==> src/rtl/fetch_unit.sv <==
// Instruction-fetch controller: owns the PC, keeps one imem read in flight
// and holds one returned instruction for decode, squashing stale fetches.
module fetch_unit #(
    parameter logic [31:0] RESET_PC = 32'h0000_0000
) (
    input  logic        clk,
    input  logic        rst,
    input  logic [31:0] pc_noBranch,
    input  logic [31:0] pc_Branch,
    input  logic        branch_taken,
    output logic [31:0] PC,
    output logic        imem_req,
    output logic [31:0] imem_addr,
    input  logic        imem_gnt,
    input  logic        imem_rvalid,
    input  logic [31:0] imem_rdata,
    output logic        instr_valid,
    output logic [31:0] instr,
    output logic [31:0] instr_pc,
    input  logic        instr_ready
);

    typedef enum logic [1:0] {
        IDLE,
        FETCH,
        WAIT,
        FLUSH
    } state_e;

    state_e      state_q, state_d;
    logic [31:0] pc_q, pc_d;
    logic [31:0] req_pc_q, req_pc_d;
    logic [31:0] instr_q, instr_d;
    logic [31:0] instr_pc_q, instr_pc_d;
    logic        valid_q, valid_d;

    logic space;
    logic grant;

    assign space    = !valid_q || instr_ready;
    assign imem_req = (state_q == FETCH) && space;
    assign grant    = imem_req && imem_gnt;

    assign PC          = pc_q;
    assign imem_addr   = pc_q;
    assign instr_valid = valid_q;
    assign instr       = instr_q;
    assign instr_pc    = instr_pc_q;

    always_comb begin
        state_d    = state_q;
        pc_d       = pc_q;
        req_pc_d   = req_pc_q;
        instr_d    = instr_q;
        instr_pc_d = instr_pc_q;
        valid_d    = valid_q && !instr_ready;
        if (branch_taken) begin
            // redirect wins: drop the buffer and squash anything in flight
            pc_d    = pc_Branch;
            valid_d = 1'b0;
            case (state_q)
                FETCH:   state_d = grant ? FLUSH : FETCH;
                WAIT:    state_d = imem_rvalid ? FETCH : FLUSH;
                FLUSH:   state_d = imem_rvalid ? FETCH : FLUSH;
                default: state_d = FETCH;
            endcase
        end else begin
            case (state_q)
                IDLE: begin
                    state_d = FETCH;
                end
                FETCH: begin
                    if (grant) begin
                        req_pc_d = pc_q;
                        pc_d     = pc_noBranch;
                        state_d  = WAIT;
                    end
                end
                WAIT: begin
                    if (imem_rvalid) begin
                        instr_d    = imem_rdata;
                        instr_pc_d = req_pc_q;
                        valid_d    = 1'b1;
                        state_d    = FETCH;
                    end
                end
                FLUSH: begin
                    if (imem_rvalid) begin
                        state_d = FETCH;
                    end
                end
                default: begin
                    state_d = IDLE;
                end
            endcase
        end
    end

    always_ff @(posedge clk or negedge rst) begin
        if (!rst) begin
            state_q    <= IDLE;
            pc_q       <= RESET_PC;
            req_pc_q   <= RESET_PC;
            instr_q    <= 32'h0;
            instr_pc_q <= 32'h0;
            valid_q    <= 1'b0;
        end else begin
            state_q    <= state_d;
            pc_q       <= pc_d;
            req_pc_q   <= req_pc_d;
            instr_q    <= instr_d;
            instr_pc_q <= instr_pc_d;
            valid_q    <= valid_d;
        end
    end

endmodule

==> config.mk <==
export PLATFORM = sky130hd
export DESIGN_NAME = fetch_unit
export DESIGN_NICKNAME = d
export VERILOG_FILES = /design/src/rtl/fetch_unit.sv
export SDC_FILE = /design/constraint.sdc
export NUM_CORES = 1
export LEC_CHECK = 0
export CAP_MARGIN = 20
export CORE_MARGIN = 4
export CORE_UTILIZATION = 39
export DETAILED_ROUTE_END_ITERATION = 6
export PLACE_DENSITY = 0.76
export SYNTH_ARGS = -nofsm -noshare
export SYNTH_HDL_FRONTEND = slang
export SYNTH_SLANG_ARGS = --single-unit
==> constraint.sdc <==
create_clock -name clk -period 1.7 [get_ports clk]
set_clock_uncertainty 0.1 [all_clocks]
set_input_delay 0.34 -clock clk [delete_from_list [all_inputs] [get_ports clk]]
set_output_delay 0.34 -clock clk [all_outputs]
set_load 0.01 [all_outputs]
==> metrics.md <==
| Metric | Value |
|---|---|
| Outcome | completed |
| Max_cap viols | 0 |
| F_max | 589 MHz |
| Hold Path Sink | state_q[0]$_DFFE_PN0P_ |
| Boundary pin count | 232 |
| Port bufs | 231 |
| Pint | 8.64 mW |
| Total Nets Final | 757 |
| Fin crit period | 1.70 ns |
| Worst R2R End | req_pc_q[30]$_DFFE_PN0P_ |
| Post-synthesis sequential area ratio | 57.2% |
| # DRC | 0 |
| Row cnt | 44 |
| CP Buf/Inv Count | 4 |
| Fraction of layout cells with a size suffix above 1 | 20.2% |
| Largest net degree at the start of global routing | 38 |
| Initial DRC count | 218 |
| First-pass GRT wire length | 24.9 mm |
| Ranking of synthesized cells by area | dfrtp_1 (57%), mux2_1 (12%), mux2_2 (6.9%), a41oi_1 (4.9%), buf_4 (4.2%) |
| Syn nets | 542 |
| WP data arrival | 1.87 ns |
| Fin. Hold Viols | 0 |
| Warnings, synthesis | 0 |
| Slowest CP cell | clkdlybuf4s50_1 |
| Leak | 4.06 nW |
| VDD IR max | 799 uV |
| Delay-heaviest family, CP | buffers and inverters |
| Critical path depth in cells | 6 |
| CTS tree | yes |
| Startpoint types | input port |
| Netlist cell types | 20 |
| Power Dens Cells | 1360 mW/mm^2 |
| Slew @ Worst Pin | 0.422 ns |
| CTS clock-pin slew for the worst setup and hold paths | 0.06 ns |
| HPWL Detailed | 11.2 mm |
| Share of power burned in registers | 39.3% |
| Yosys top cell area share | 57.2% |
| Initial antenna violation count | 0 |
| Antenna Cells | 0 |
| Vias per cell | 5.25 |
| Number of buffers created by CTS | 17 |
| Area after DPL | 0.00818 mm^2 |
| CP required | 1.88 ns |
| Cell Area, Synth | 0.00573 mm^2 |
| Synth Register Bits | 131 |
| Final setup violating endpoints | 0 |
| Crit path cell chain | clkdlybuf4s50_1, inv_2, nor4_4, buf_4, buf_8, mux2_1 |
| Crit Path Max Fanout | 8 |
| Drt first pass iters | 4 |
| Routed Antenna Nets | 0 |
| Overall routed net length | 16.2 mm |
| Sw Share | 28.2% |
| Final instance area | 0.00886 mm^2 |
| Clock latency on the worst-skew pair | 0.40 ns |
| Net Sw Power | 3.39 mW |
| Hold_sp | branch_taken |
| Vias in the first global route | 4796 |
| Mapped Avg Cell Area | 13.0 um^2 |
| Tightest Hold Check Type | input port to register |
| Routability cong. | 0.775 |
| Final worst-path cycle share | 99.9% |
| CTS root buf | clkbuf_16 |
| Setup CP Type | input port to register |
| Slew Viols, Final | 0 |
| Die Ht | 129 um |
| Clock power frac | 31.7% |
| Avg WL per Cell | 19.0 um |
| Comb pwr share | 29.0% |
| Leading area contributor after synthesis | dfrtp_1 |
| H-tree levels | 4 |
| RSZ-0062 raised after global routing | true |
| Hold path depth | 3 |
| Die Wd | 129 um |
| CP Capture Type | register |
| Fill count | 1185 |
| CTS sink cnt | 131 |
| Overflow after GRT | 0 |
| R2r setup slk | 0.01 ns |
| Area delta synth->final | 54.6% |
| Post-Synthesis Cells | 440 |
| Hold WS | 0.221 ns |
| Initial Utilization | 39.6% |
| Die ar. | 0.0167 mm^2 |
| Clk buf depth | 2 |
| Core Box Area | 0.0145 mm^2 |
| Vias | 4477 |
| Total power | 12.0 mW |
| R2R depth | 6 |
| Tot GR Track Use | 19.1% |
| Crit Reg-Reg Startpoint | state_q[1]$_DFFE_PN0P_ |
| Worst rel slew slack | 71.9% |
| Crit path largest cell delay | 0.52 ns |
[final cells by class]
class                           instances  area (um^2)  area share, %
Tap cell                              184          230           2.60
Multi-Input combinational cell        235         2150           24.3
Clock inverter                         13          184           2.07
Clock buffer                           19          443           5.00
Timing Repair Buffer                  268         2570           29.0
Inverter                                2         7.51         0.0847
Sequential cell                       131         3280           37.0
[layer usage]
| layer | part of all wire, % | track usage [%] | up-vias |
|---|---|---|---|
| li1 | - | - | 2017 |
| met1 | 41 | 24.3 | 2260 |
| met2 | 50 | 31.7 | 183 |
| met3 | 8.1 | 5.36 | 17 |
| met4 | 1.3 | 6.36 | 0 |
| met5 | 0 | 0 | - |
[synthesized netlist by cell type]
library cell	instances
a31oi_1	1
dfrtp_1	131
buf_4	32
a22o_1	1
and3_1	1
buf_2	11
a41oi_1	32
clkbuf_1	28
mux2_2	35
o21bai_1	1
nor2_1	2
o31ai_1	32
a21oi_1	32
nand2b_1	2
inv_2	1
nor2b_1	34
buf_1	1
mux2_1	61
nor4_4	1
inv_1	1
[layout by cell type (no fill, tap or decap), drive strengths merged, types with 2 or more instances in the layout]
| cell | netlist | routed |
|---|---|---|
| a21oi | 32 | 32 |
| clkinvlp | 0 | 3 |
| mux2 | 96 | 96 |
| inv | 2 | 2 |
| dlygate4sd2 | 0 | 129 |
| nand2b | 2 | 2 |
| a41oi | 32 | 32 |
| clkdlybuf4s50 | 0 | 98 |
| clkbuf | 28 | 20 |
| nor2 | 2 | 2 |
| clkinv | 0 | 6 |
| dfrtp | 131 | 131 |
| bufinv | 0 | 4 |
| nor2b | 34 | 34 |
| buf | 44 | 38 |
| o31ai | 32 | 32 |
[power by group through the flow]
stage / logic, mW / registers (mW) / clock network [mW]
after floorplan: 1.39 / 5.00 / 0
after global placement: 3.79 / 4.76 / 0
after detailed placement: 3.88 / 4.82 / 0
after CTS: 3.42 / 4.73 / 3.90
after global routing: 3.77 / 4.88 / 4.03
final: 3.48 / 4.73 / 3.81
[sequential cells by signal, summed over array words and instances (netlist names)]
register,cells
instr_valid,1
state_q,2
req_pc_q,32
instr,32
PC,32
instr_pc,32
[cell families after synthesis]
group | Yosys count | synth area share (%)
buffers and inverters | 74 | 7.18
AO/OA/AOI/OAI | 99 | 12.3
multiplexers | 96 | 18.9
flip-flops | 131 | 57.2
AND/OR/NAND/NOR | 40 | 4.54
[how the worst max path moves through the flow]
stage | from | endpoint | slack (ns)
after floorplan | instr_valid$_DFF_PN0_ | req_pc_q[12]$_DFFE_PN0P_ | -0.13
after global placement | instr_ready | imem_req | -0.44
after detailed placement | imem_gnt | req_pc_q[27]$_DFFE_PN0P_ | -0.43
after CTS | state_q[1]$_DFFE_PN0P_ | req_pc_q[10]$_DFFE_PN0P_ | 0.0009
after global routing | state_q[1]$_DFFE_PN0P_ | req_pc_q[30]$_DFFE_PN0P_ | -0.04
final | imem_gnt | req_pc_q[30]$_DFFE_PN0P_ | 0.003
[worst min-delay path, stage by stage]
cell     delay (ns)
buf_2          0.14
nor2_2         0.11
a31oi_1        0.09
[what timing repair did]
item                       CTS  global route
gates resized for setup    145            18
setup buffers               10             1
setup endpoints to repair  163            92
hold endpoints to repair    33             0
pin swaps                    0             2
cloned                       1             1
hold buffers                 1             0
[through the flow]
step	setup TNS [ns]	std cells	setup WS [ns]	utilization, %
after floorplan	-3.28	440	-0.129	-
after global placement	-27.87	806	-0.436	56.5
after detailed placement	-31.10	806	-0.434	56.5
after CTS	0	850	0.000852	60.6
after global routing	-0.302	852	-0.0440	61.2
final	0	852	0.00251	61.2
Power figures use the tool's default switching activity.
